File: src/rtl/uart_cfg_pkg.sv
// Shared constants, FSM encodings and the parity helper for the configurable UART.
package uart_cfg_pkg;

   localparam int unsigned PARITY_NONE   = 0;
   localparam int unsigned PARITY_ODD    = 1;
   localparam int unsigned PARITY_EVEN   = 2;
   localparam int unsigned MAX_DATA_BITS = 9;

   typedef enum logic [2:0] {
      TX_IDLE,
      TX_START,
      TX_DATA,
      TX_PARITY,
      TX_STOP
   } tx_state_e;

   typedef enum logic [2:0] {
      RX_IDLE,
      RX_START,
      RX_DATA,
      RX_PARITY,
      RX_STOP,
      RX_WAIT_IDLE
   } rx_state_e;

   // Zero-extended data does not change the XOR, so one width serves every DATA_BITS.
   function automatic logic parity_bit(input int unsigned mode,
                                       input logic [MAX_DATA_BITS-1:0] data);
      logic p;
      p = ^data;
      if (mode == PARITY_ODD)  return ~p;
      if (mode == PARITY_EVEN) return p;
      return 1'b0;
   endfunction

endpackage

File: src/rtl/uart_rx_engine.sv
// RX line synchroniser, mid-bit sampling FSM and shifter; emits a one-cycle frame-done strobe.
module uart_rx_engine
   import uart_cfg_pkg::*;
#(
   parameter int unsigned CLKS_PER_BIT = 1085,
   parameter int unsigned DATA_BITS    = 8,
   parameter int unsigned PARITY       = 0
) (
   input  logic                 clk,
   input  logic                 rst_n,
   input  logic                 rx_phy_i,
   output logic                 frame_done_c_o,
   output logic                 frame_err_c_o,
   output logic [DATA_BITS-1:0] data_o,
   output logic                 par_err_o,
   output logic                 busy_o
);

   localparam int unsigned   CW       = $clog2(CLKS_PER_BIT);
   localparam int unsigned   IW       = $clog2(DATA_BITS + 1);
   localparam logic [CW-1:0] CNT_LAST = CW'(CLKS_PER_BIT - 1);
   localparam logic [CW-1:0] CNT_HALF = CW'(CLKS_PER_BIT / 2 - 1);
   localparam logic [IW-1:0] IDX_LAST = IW'(DATA_BITS - 1);

   logic [1:0]           sync_q;
   logic                 rx_s;
   rx_state_e            state_q, state_d;
   logic [CW-1:0]        cnt_q, cnt_d;
   logic [IW-1:0]        idx_q, idx_d;
   logic [DATA_BITS-1:0] shift_q, shift_d;
   logic                 par_err_q, par_err_d;
   logic                 busy_q;

   assign rx_s      = sync_q[1];
   assign data_o    = shift_q;
   assign par_err_o = par_err_q;
   assign busy_o    = busy_q;

   always_ff @(posedge clk or negedge rst_n) begin
      if (!rst_n) begin
         sync_q    <= 2'b11;
         state_q   <= RX_IDLE;
         cnt_q     <= '0;
         idx_q     <= '0;
         shift_q   <= '0;
         par_err_q <= 1'b0;
         busy_q    <= 1'b0;
      end else begin
         sync_q    <= {sync_q[0], rx_phy_i};
         state_q   <= state_d;
         cnt_q     <= cnt_d;
         idx_q     <= idx_d;
         shift_q   <= shift_d;
         par_err_q <= par_err_d;
         busy_q    <= (state_d != RX_IDLE);
      end
   end

   // Start bit is re-checked at its middle; later samples land one bit period apart.
   always_comb begin
      state_d        = state_q;
      cnt_d          = cnt_q;
      idx_d          = idx_q;
      shift_d        = shift_q;
      par_err_d      = par_err_q;
      frame_done_c_o = 1'b0;
      frame_err_c_o  = 1'b0;
      case (state_q)
         RX_IDLE: begin
            if (!rx_s) begin
               state_d = RX_START;
               cnt_d   = '0;
            end
         end
         RX_START: begin
            if (cnt_q == CNT_HALF) begin
               cnt_d     = '0;
               idx_d     = '0;
               par_err_d = 1'b0;
               state_d   = rx_s ? RX_IDLE : RX_DATA;
            end else begin
               cnt_d = cnt_q + 1'b1;
            end
         end
         RX_DATA: begin
            if (cnt_q == CNT_LAST) begin
               cnt_d   = '0;
               shift_d = {rx_s, shift_q[DATA_BITS-1:1]};
               if (idx_q == IDX_LAST) begin
                  state_d = (PARITY != PARITY_NONE) ? RX_PARITY : RX_STOP;
               end else begin
                  idx_d = idx_q + 1'b1;
               end
            end else begin
               cnt_d = cnt_q + 1'b1;
            end
         end
         RX_PARITY: begin
            if (cnt_q == CNT_LAST) begin
               cnt_d     = '0;
               par_err_d = (rx_s != parity_bit(PARITY, MAX_DATA_BITS'(shift_q)));
               state_d   = RX_STOP;
            end else begin
               cnt_d = cnt_q + 1'b1;
            end
         end
         RX_STOP: begin
            if (cnt_q == CNT_LAST) begin
               cnt_d          = '0;
               frame_done_c_o = 1'b1;
               frame_err_c_o  = !rx_s;
               state_d        = rx_s ? RX_IDLE : RX_WAIT_IDLE;
            end else begin
               cnt_d = cnt_q + 1'b1;
            end
         end
         RX_WAIT_IDLE: begin
            if (rx_s) state_d = RX_IDLE;
         end
         default: state_d = RX_IDLE;
      endcase
   end

endmodule

File: src/rtl/uart_core_cfg.sv
// Configurable full-duplex UART: TX FSM, RX engine instance and the RX valid/ready output register.
module uart_core_cfg
   import uart_cfg_pkg::*;
#(
   parameter int unsigned CLKS_PER_BIT = 1085,
   parameter int unsigned DATA_BITS    = 8,
   parameter int unsigned PARITY       = 0,
   parameter int unsigned STOP_BITS    = 1
) (
   input  logic                 clk,
   input  logic                 rst_n,
   input  logic [DATA_BITS-1:0] tx_data,
   input  logic                 tx_valid,
   output logic                 tx_ready,
   output logic                 tx_phy,
   output logic                 tx_busy,
   input  logic                 rx_phy,
   output logic [DATA_BITS-1:0] rx_data,
   output logic                 rx_valid,
   input  logic                 rx_ready,
   output logic                 rx_parity_err,
   output logic                 rx_frame_err,
   output logic                 rx_overrun,
   output logic                 rx_busy
);

   localparam int unsigned   CW        = $clog2(CLKS_PER_BIT);
   localparam int unsigned   IW        = $clog2(DATA_BITS + 1);
   localparam logic [CW-1:0] CNT_LAST  = CW'(CLKS_PER_BIT - 1);
   localparam logic [CW-1:0] CNT_PRE   = CW'(CLKS_PER_BIT - 2);
   localparam logic [IW-1:0] IDX_LAST  = IW'(DATA_BITS - 1);
   localparam logic [IW-1:0] STOP_LAST = IW'(STOP_BITS - 1);

   tx_state_e            tx_state_q, tx_state_d;
   logic [CW-1:0]        tx_cnt_q, tx_cnt_d;
   logic [IW-1:0]        tx_idx_q, tx_idx_d;
   logic [DATA_BITS-1:0] tx_shift_q, tx_shift_d;
   logic                 tx_par_q, tx_par_d;
   logic                 tx_phy_q, tx_phy_d;
   logic                 tx_ready_q, tx_busy_q;

   logic                 frame_done_c, frame_err_c;
   logic [DATA_BITS-1:0] eng_data;
   logic                 eng_par_err;

   logic [DATA_BITS-1:0] rx_data_q, rx_data_d;
   logic                 rx_valid_q, rx_valid_d;
   logic                 rx_perr_q, rx_perr_d;
   logic                 rx_ferr_q, rx_ferr_d;
   logic                 rx_ovr_q, rx_ovr_d;

   assign tx_ready      = tx_ready_q;
   assign tx_busy       = tx_busy_q;
   assign tx_phy        = tx_phy_q;
   assign rx_data       = rx_data_q;
   assign rx_valid      = rx_valid_q;
   assign rx_parity_err = rx_perr_q;
   assign rx_frame_err  = rx_ferr_q;
   assign rx_overrun    = rx_ovr_q;

   always_ff @(posedge clk or negedge rst_n) begin
      if (!rst_n) begin
         tx_state_q <= TX_IDLE;
         tx_cnt_q   <= '0;
         tx_idx_q   <= '0;
         tx_shift_q <= '0;
         tx_par_q   <= 1'b0;
         tx_phy_q   <= 1'b1;
         tx_ready_q <= 1'b1;
         tx_busy_q  <= 1'b0;
      end else begin
         tx_state_q <= tx_state_d;
         tx_cnt_q   <= tx_cnt_d;
         tx_idx_q   <= tx_idx_d;
         tx_shift_q <= tx_shift_d;
         tx_par_q   <= tx_par_d;
         tx_phy_q   <= tx_phy_d;
         tx_ready_q <= (tx_state_d == TX_IDLE);
         tx_busy_q  <= (tx_state_d != TX_IDLE);
      end
   end

   // STOP leaves one cycle early so IDLE covers the final stop cycle and frames can abut.
   always_comb begin
      tx_state_d = tx_state_q;
      tx_cnt_d   = tx_cnt_q;
      tx_idx_d   = tx_idx_q;
      tx_shift_d = tx_shift_q;
      tx_par_d   = tx_par_q;
      tx_phy_d   = 1'b1;
      case (tx_state_q)
         TX_IDLE: begin
            if (tx_valid) begin
               tx_state_d = TX_START;
               tx_cnt_d   = '0;
               tx_shift_d = tx_data;
               tx_par_d   = parity_bit(PARITY, MAX_DATA_BITS'(tx_data));
            end
         end
         TX_START: begin
            if (tx_cnt_q == CNT_LAST) begin
               tx_cnt_d   = '0;
               tx_idx_d   = '0;
               tx_state_d = TX_DATA;
            end else begin
               tx_cnt_d = tx_cnt_q + 1'b1;
            end
         end
         TX_DATA: begin
            if (tx_cnt_q == CNT_LAST) begin
               tx_cnt_d = '0;
               if (tx_idx_q == IDX_LAST) begin
                  tx_idx_d   = '0;
                  tx_state_d = (PARITY != PARITY_NONE) ? TX_PARITY : TX_STOP;
               end else begin
                  tx_idx_d   = tx_idx_q + 1'b1;
                  tx_shift_d = tx_shift_q >> 1;
               end
            end else begin
               tx_cnt_d = tx_cnt_q + 1'b1;
            end
         end
         TX_PARITY: begin
            if (tx_cnt_q == CNT_LAST) begin
               tx_cnt_d   = '0;
               tx_idx_d   = '0;
               tx_state_d = TX_STOP;
            end else begin
               tx_cnt_d = tx_cnt_q + 1'b1;
            end
         end
         TX_STOP: begin
            if ((tx_idx_q == STOP_LAST) && (tx_cnt_q == CNT_PRE)) begin
               tx_state_d = TX_IDLE;
            end else if (tx_cnt_q == CNT_LAST) begin
               tx_cnt_d = '0;
               tx_idx_d = tx_idx_q + 1'b1;
            end else begin
               tx_cnt_d = tx_cnt_q + 1'b1;
            end
         end
         default: tx_state_d = TX_IDLE;
      endcase

      case (tx_state_d)
         TX_START:  tx_phy_d = 1'b0;
         TX_DATA:   tx_phy_d = tx_shift_d[0];
         TX_PARITY: tx_phy_d = tx_par_d;
         default:   tx_phy_d = 1'b1;
      endcase
   end

   uart_rx_engine #(
      .CLKS_PER_BIT (CLKS_PER_BIT),
      .DATA_BITS    (DATA_BITS),
      .PARITY       (PARITY)
   ) u_rx_engine (
      .clk            (clk),
      .rst_n          (rst_n),
      .rx_phy_i       (rx_phy),
      .frame_done_c_o (frame_done_c),
      .frame_err_c_o  (frame_err_c),
      .data_o         (eng_data),
      .par_err_o      (eng_par_err),
      .busy_o         (rx_busy)
   );

   always_ff @(posedge clk or negedge rst_n) begin
      if (!rst_n) begin
         rx_data_q  <= '0;
         rx_valid_q <= 1'b0;
         rx_perr_q  <= 1'b0;
         rx_ferr_q  <= 1'b0;
         rx_ovr_q   <= 1'b0;
      end else begin
         rx_data_q  <= rx_data_d;
         rx_valid_q <= rx_valid_d;
         rx_perr_q  <= rx_perr_d;
         rx_ferr_q  <= rx_ferr_d;
         rx_ovr_q   <= rx_ovr_d;
      end
   end

   // A completed frame only lands if the slot is empty or being drained this cycle.
   always_comb begin
      rx_data_d  = rx_data_q;
      rx_valid_d = rx_valid_q;
      rx_perr_d  = rx_perr_q;
      rx_ferr_d  = rx_ferr_q;
      rx_ovr_d   = 1'b0;
      if (frame_done_c) begin
         if (!rx_valid_q || rx_ready) begin
            rx_data_d  = eng_data;
            rx_perr_d  = eng_par_err;
            rx_ferr_d  = frame_err_c;
            rx_valid_d = 1'b1;
         end else begin
            rx_ovr_d = 1'b1;
         end
      end else if (rx_valid_q && rx_ready) begin
         rx_valid_d = 1'b0;
      end
   end

endmodule

File: config.mk
export PLATFORM = sky130hd
export DESIGN_NAME = uart_core_cfg
export DESIGN_NICKNAME = d
export VERILOG_FILES = /design/src/rtl/uart_cfg_pkg.sv /design/src/rtl/uart_rx_engine.sv /design/src/rtl/uart_core_cfg.sv
export SDC_FILE = /design/constraint.sdc
export NUM_CORES = 1
export LEC_CHECK = 0
export BUFFER_PORTS_ARGS = -buffer_cell sky130_fd_sc_hd__buf_4
export CAP_MARGIN = 5
export CORE_UTILIZATION = 50
export CTS_CLUSTER_SIZE = 12
export DETAILED_ROUTE_END_ITERATION = 10
export GPL_TIMING_DRIVEN = 0
export MAX_ROUTING_LAYER = met4
export PLACE_DENSITY = 0.74
export SETUP_SLACK_MARGIN = 0.05
export SKIP_CTS_REPAIR_TIMING = 1
export SLEW_MARGIN = 0
export SYNTH_ARGS = -nofsm -noshare
export SYNTH_HDL_FRONTEND = slang
export SYNTH_SLANG_ARGS = --single-unit
File: constraint.sdc
create_clock -name clk -period 3 [get_ports clk]
set_clock_uncertainty 0.1 [all_clocks]
set_input_delay 0.15 -clock clk [delete_from_list [all_inputs] [get_ports clk]]
set_output_delay 0.15 -clock clk [all_outputs]
set_load 0.03 [all_outputs]
Word-level counts from Yosys, hierarchy flattened --
Cells that the tools add are included.
Operators by class: add/sub/neg operators 4, multiply operators 0, div/mod/pow operators 0, magnitude comparators 0, eq/ne operators 30, shift operators 0, muxes and demuxes 54, bitwise operators 0, reduce and logical (&&, ||, !) cells 30
Operators by type and width (count):
- 11-bit two-way mux | 6
- 11-bit case mux with 3 select lines | 2
- 3-bit two-way mux | 14
- 11-bit == test (second input constant) | 3
- 4-bit two-way mux | 8
- 8-bit two-way mux | 3
- 11-bit by 1-bit adder with 11-bit output (second input constant) | 2
- 3-bit by 2-bit == test with 1-bit output (second input constant) | 6
- 3-bit case mux with 6 select lines | 1
- 8-bit case mux with 2 select lines | 1
- 3-bit case mux with 5 select lines | 1
- 3-bit nonzero test | 5
- 2-bit != test (second input constant) | 7
- 1-bit two-way mux | 13
- 4-bit case mux with 3 select lines | 1
- 11-bit by 10-bit == test with 1-bit output (second input constant) | 1
- 2-bit by 1-bit != test with 1-bit output (second input constant) | 5
- 3-bit by 1-bit == test with 1-bit output (second input constant) | 3
- 3-bit == test (second input constant) | 3
- 3-bit logical NOT | 3
- 4-bit by 1-bit adder with 4-bit output (second input constant) | 2
- 4-bit by 3-bit == test with 1-bit output (second input constant) | 2
- 4-bit case mux with 2 select lines | 1
- 2-bit AND reduction | 4
- other kinds (13) | 21
Storage, ports and cells: register bits 72, latch bits 0, memory bits (writable) 0, bits in read-only memories 0, output and inout bits 16, memories kept 0

Logic depth before layout (Yosys ltp) --
word-level depth 6, gate-level depth with buffers 8, depth with buffers taken out 7

Cells and area by module --
Synthesis repeated with hierarchy kept, for this count alone.
Second synthesis, totals: cells, all modules 347, area total of the unflattened synthesis 3663.5 um2
Modules (own cells, without submodules):
- uart_core_cfg | times used 1, cells each 183, area an instance 2023.2 um2, seq. area each 1053.5 um2
- uart_rx_engine | times used 1, cells each 164, area an instance 1640.3 um2, seq. area each 753.2 um2

Worst setup path after synthesis --
Ideal clock, no wire load.
path kind reg-to-reg, start reg tx_cnt_q[0], end reg tx_cnt_q[2], arrival time 1956 ps, data required time 2779 ps, path slack 823 ps, cell stages (with the launch flop) 9, path buffers 1, period minus slack after synthesis 2177 ps, cells stage by stage dfrtp_1 > inv_1 > ha_1 > and3_1 > nand3_2 > or4b_1 > buf_4 > a31o_1 > a22o_1
Between the ends: longest elaborated chain between the ends 4
Ends and longest elaborated chain:
- start, declared | RTL line uart_core_cfg.sv:35 | logic [CW-1:0] tx_cnt_q, tx_cnt_d;
- start signal, assigned | RTL line uart_core_cfg.sv:73 | tx_cnt_q <= tx_cnt_d;
- 11-bit by 1-bit adder with 11-bit output (tied with other cells)
- 11-bit two-way mux or 1-bit logical AND (tied branches)
- 11-bit two-way mux or 2-bit != test (tied branches)
- 11-bit case mux with 3 select lines or 3-bit AND reduction (tied branches)
Several ways; a longest one is shown, not always the timed one. The select of a mux whose other input is x is not followed. A chain may end at the register's enable or synchronous reset.

Worst setup path in the final report --
Ends and elaborated chain as after synthesis.

==> results.tsv <==
metric	value	unit
status	finished, violations left	
failing checks	hold timing	
Worst Setup End Kind	flop	
Reg area	1807	um^2
IR Drop Worst-Case VDD	0.0002315	V
CP Class	reg2reg	
Starting Density	51.63	%
Filler Cell Count	659	
P_leak	0.001926	uW
antenna violations before repair	0	
Syn. warnings	0	
Hold Violations, Final	2	
CTS clk-pin slew, worst paths	0.08	ns
CP Launch Type	flop	
largest fanout on the critical path	10	
setup total negative slack	0	ns
PwrDens	395.0	nW/um^2
RSZ-0062 raised after global routing	no	
area delta synth->final	15.59	%
crit-path max cell delay	0.49	ns
syn nets	398	
Pre-antenna DRT Iters	5	
TritonCTS Buffers	9	
# rows	31	
Post-Synth Simple-Gate Area	20.59	%
Crit path required time	3.19	ns
first-pass GRT wire length	13030	um
Largest delay share family, worst path	simple AND/OR/NAND/NOR gates	
clock tree sinks	72	
Clock Tree Buf Depth	2	
EDFF count, synth	0	
Antenna Cells	0	
number of port buffers	28	
GRT overflow	0	
total track usage	22.31	%
Residual DRC	0	
vias per cell	5.706	
asr flop ratio synth	100.0	%
# setup viols final	0	
DIE HEIGHT	88.31	um
worst path bufs/invs	2	
Max Cap Viol	0	
Core Area	7214	um^2
Yosys top cell by area	dfrtp_1	
largest net degree at the start of global routing	73	
synth top area cells	dfrtp_1 46%, mux2_1 4.8%, nand2_1 3.4%	
Synth Instances	377	
post-synthesis xor/xnor area fraction	0.9405	%
Main synth FF type	dfrtp_1	
vias	3013	
drt total wl	7616	um
layout cells sized above 1	13.99	%
Seq/Total Area, Yosys	48.51	%
adder-cell area share of the yosys netlist	2.687	%
dpl hpwl	5192	um
Final Critical Period	2.408	ns
Post-DRT Antenna Nets	0	
crit path DAT	2.59	ns
RD Place Congestion	0.8810	
area of the mapped netlist	3725	um^2
Max Fclk	415.3	MHz
mean post-synth cell area	9.880	um^2
initial drt markers	245	
Ports	29	
post-synthesis mux area share	5.979	%
worst hold slack	-0.03388	ns
Hold WC Path Type	in2reg	
fin crit share	80.26	%
Tightest Pin Transition	0.8904	ns
CP Cell Sequence	inv_1, ha_1, and3_1, nand3_2, or4b_1, buf_4, a31oi_4, a22o_1	
Slowest-stage cell, CP	or4b_1	
nets	445	
post-synthesis cell type count	65	
Slew headroom	40.64	%
H-tree Lvls	3	
area of the multi-input gates	1772	um^2
WL per Instance	14.42	um
root buffer cell	clkbuf_8	
worst skew pair latency	0.34	ns
register bit total from synthesis	72	
Die W	88.31	um
share of the synthesized area in the top cell type	45.68	%
Compound-Gate Fraction of Synth Area	17.37	%
CTS tree	built	
max-slew violation count	0	
combinational family with the most area after synthesis	simple AND/OR/NAND/NOR gates	
vias in the first global route	2833	
DIE AREA	7799	um^2
## worst register-to-register path: stages (launching register included)
cell	delay (ns)
dfrtp_1	0.42
inv_1	0.09
ha_1	0.18
and3_1	0.25
nand3_2	0.16
or4b_1	0.49
buf_4	0.19
a31oi_4	0.28
a22o_1	0.19
## cell usage in the layout (no fill, tap or decap), types with 5 or more instances in the layout
cell / netlist / routed
dfrtp_1: 68 / 68
nand2_1: 34 / 34
nor2_1: 29 / 29
buf_4: 1 / 29
inv_1: 25 / 25
o21ai_0: 18 / 18
nand3_1: 18 / 18
mux2_1: 16 / 16
a21oi_1: 13 / 13
clkbuf_8: 0 / 10
clkbuf_1: 6 / 9
nor2b_1: 8 / 8
o22ai_1: 8 / 8
o21ai_1: 8 / 8
ha_1: 8 / 8
dlygate4sd3_1: 0 / 8
a22oi_1: 7 / 7
nor3_1: 6 / 6
a31oi_1: 6 / 6
nand4_1: 6 / 6
o2bb2ai_1: 6 / 6
a32oi_1: 5 / 5
## cells by family (layout without fill, tap and decap cells)
family,Yosys count,in the layout
AO/OA/AOI/OAI,95,95
XOR/XNOR,4,4
adder cells (fa/ha/maj),8,8
buffers and inverters,37,89
flip-flops,72,72
multiplexers,20,20
AND/OR/NAND/NOR,141,141
## path summary, 6_finish.rpt
check	from	to	slack, ns	cells after the start
max	tx_cnt_q[0]$_DFFE_PN0P_	tx_cnt_q[2]$_DFFE_PN0P_	0.59	8
min	tx_data[5]	tx_shift_q[5]$_DFFE_PN0P_	-0.03	3
max reg2reg	tx_cnt_q[0]$_DFFE_PN0P_	tx_cnt_q[2]$_DFFE_PN0P_	0.59	8
min reg2reg	u_rx_engine.sync_q[0]$_DFF_PN1_	u_rx_engine.sync_q[1]$_DFF_PN1_	0.26	0
max in group asynchronous	rst_n	u_rx_engine.cnt_q[1]$_DFFE_PN0P_	1.85	2
min in group asynchronous	rst_n	u_rx_engine.data_o[0]$_DFFE_PN0P_	0.37	2
## where the power goes
group          internal [uW]  total (uW)  switching [uW]  leakage (uW)
Sequential               979         984            5.33      0.000906
Clock                    321         670             349     0.0000834
Combinational           20.5        46.1            25.6      0.000937
## per-layer routing
| metal | part of all wire (%) | vias up | GRT usage (%) | routed length [um] |
|---|---|---|---|---|
| li1 | - | 1470 | - | - |
| met1 | 48 | 1469 | 28.66 | 3639 |
| met2 | 48 | 67 | 35.31 | 3644 |
| met3 | 3.0 | 7 | 5.131 | 227 |
| met4 | 1.4 | 0 | 6.598 | 104 |
| met5 | 0 | - | - | 0 |
## registers in the layout, summed over array words and instances (netlist names), 4 cells and up
name,count
tx_shift_q,8
rx_data,8
tx_cnt_q,11
u_rx_engine.data_o,8
u_rx_engine.idx_q,4
tx_idx_q,4
u_rx_engine.cnt_q,11
## synth_stat cells, types with 5 or more instances
cell	number
a21oi_1	13
a22oi_1	7
a31oi_1	6
a32oi_1	5
clkbuf_1	6
dfrtp_1	68
ha_1	8
inv_1	25
mux2_1	16
nand2_1	34
nand3_1	18
nand4_1	6
nor2_1	29
nor2b_1	8
nor3_1	6
o21ai_0	18
o21ai_1	8
o22ai_1	8
o2bb2ai_1	6
## through the flow
step	power [uW]	instances	util, %	cell area [um^2]	setup slack [ns]
after detailed placement	1042	504	56.26	4059	0.6052
final	1701	528	59.68	4305	0.5923
after global routing	1776	528	59.68	4305	0.3899
after CTS	1715	520	58.57	4225	0.5967
after floorplan	1008	377	-	3725	0.8230
after global placement	1041	504	56.26	4059	0.6494
## area by class of cell
type	instances	area share [%]
sequential	72	41.96
buffer	11	1.133
tap	99	2.877
inverter	26	2.267
clock buffer	13	3.458
timing repair buffer	36	6.742
multi-input combinational	268	41.15
clock inverter	3	0.4069
Note: power is estimated with default switching activity, not from simulation.
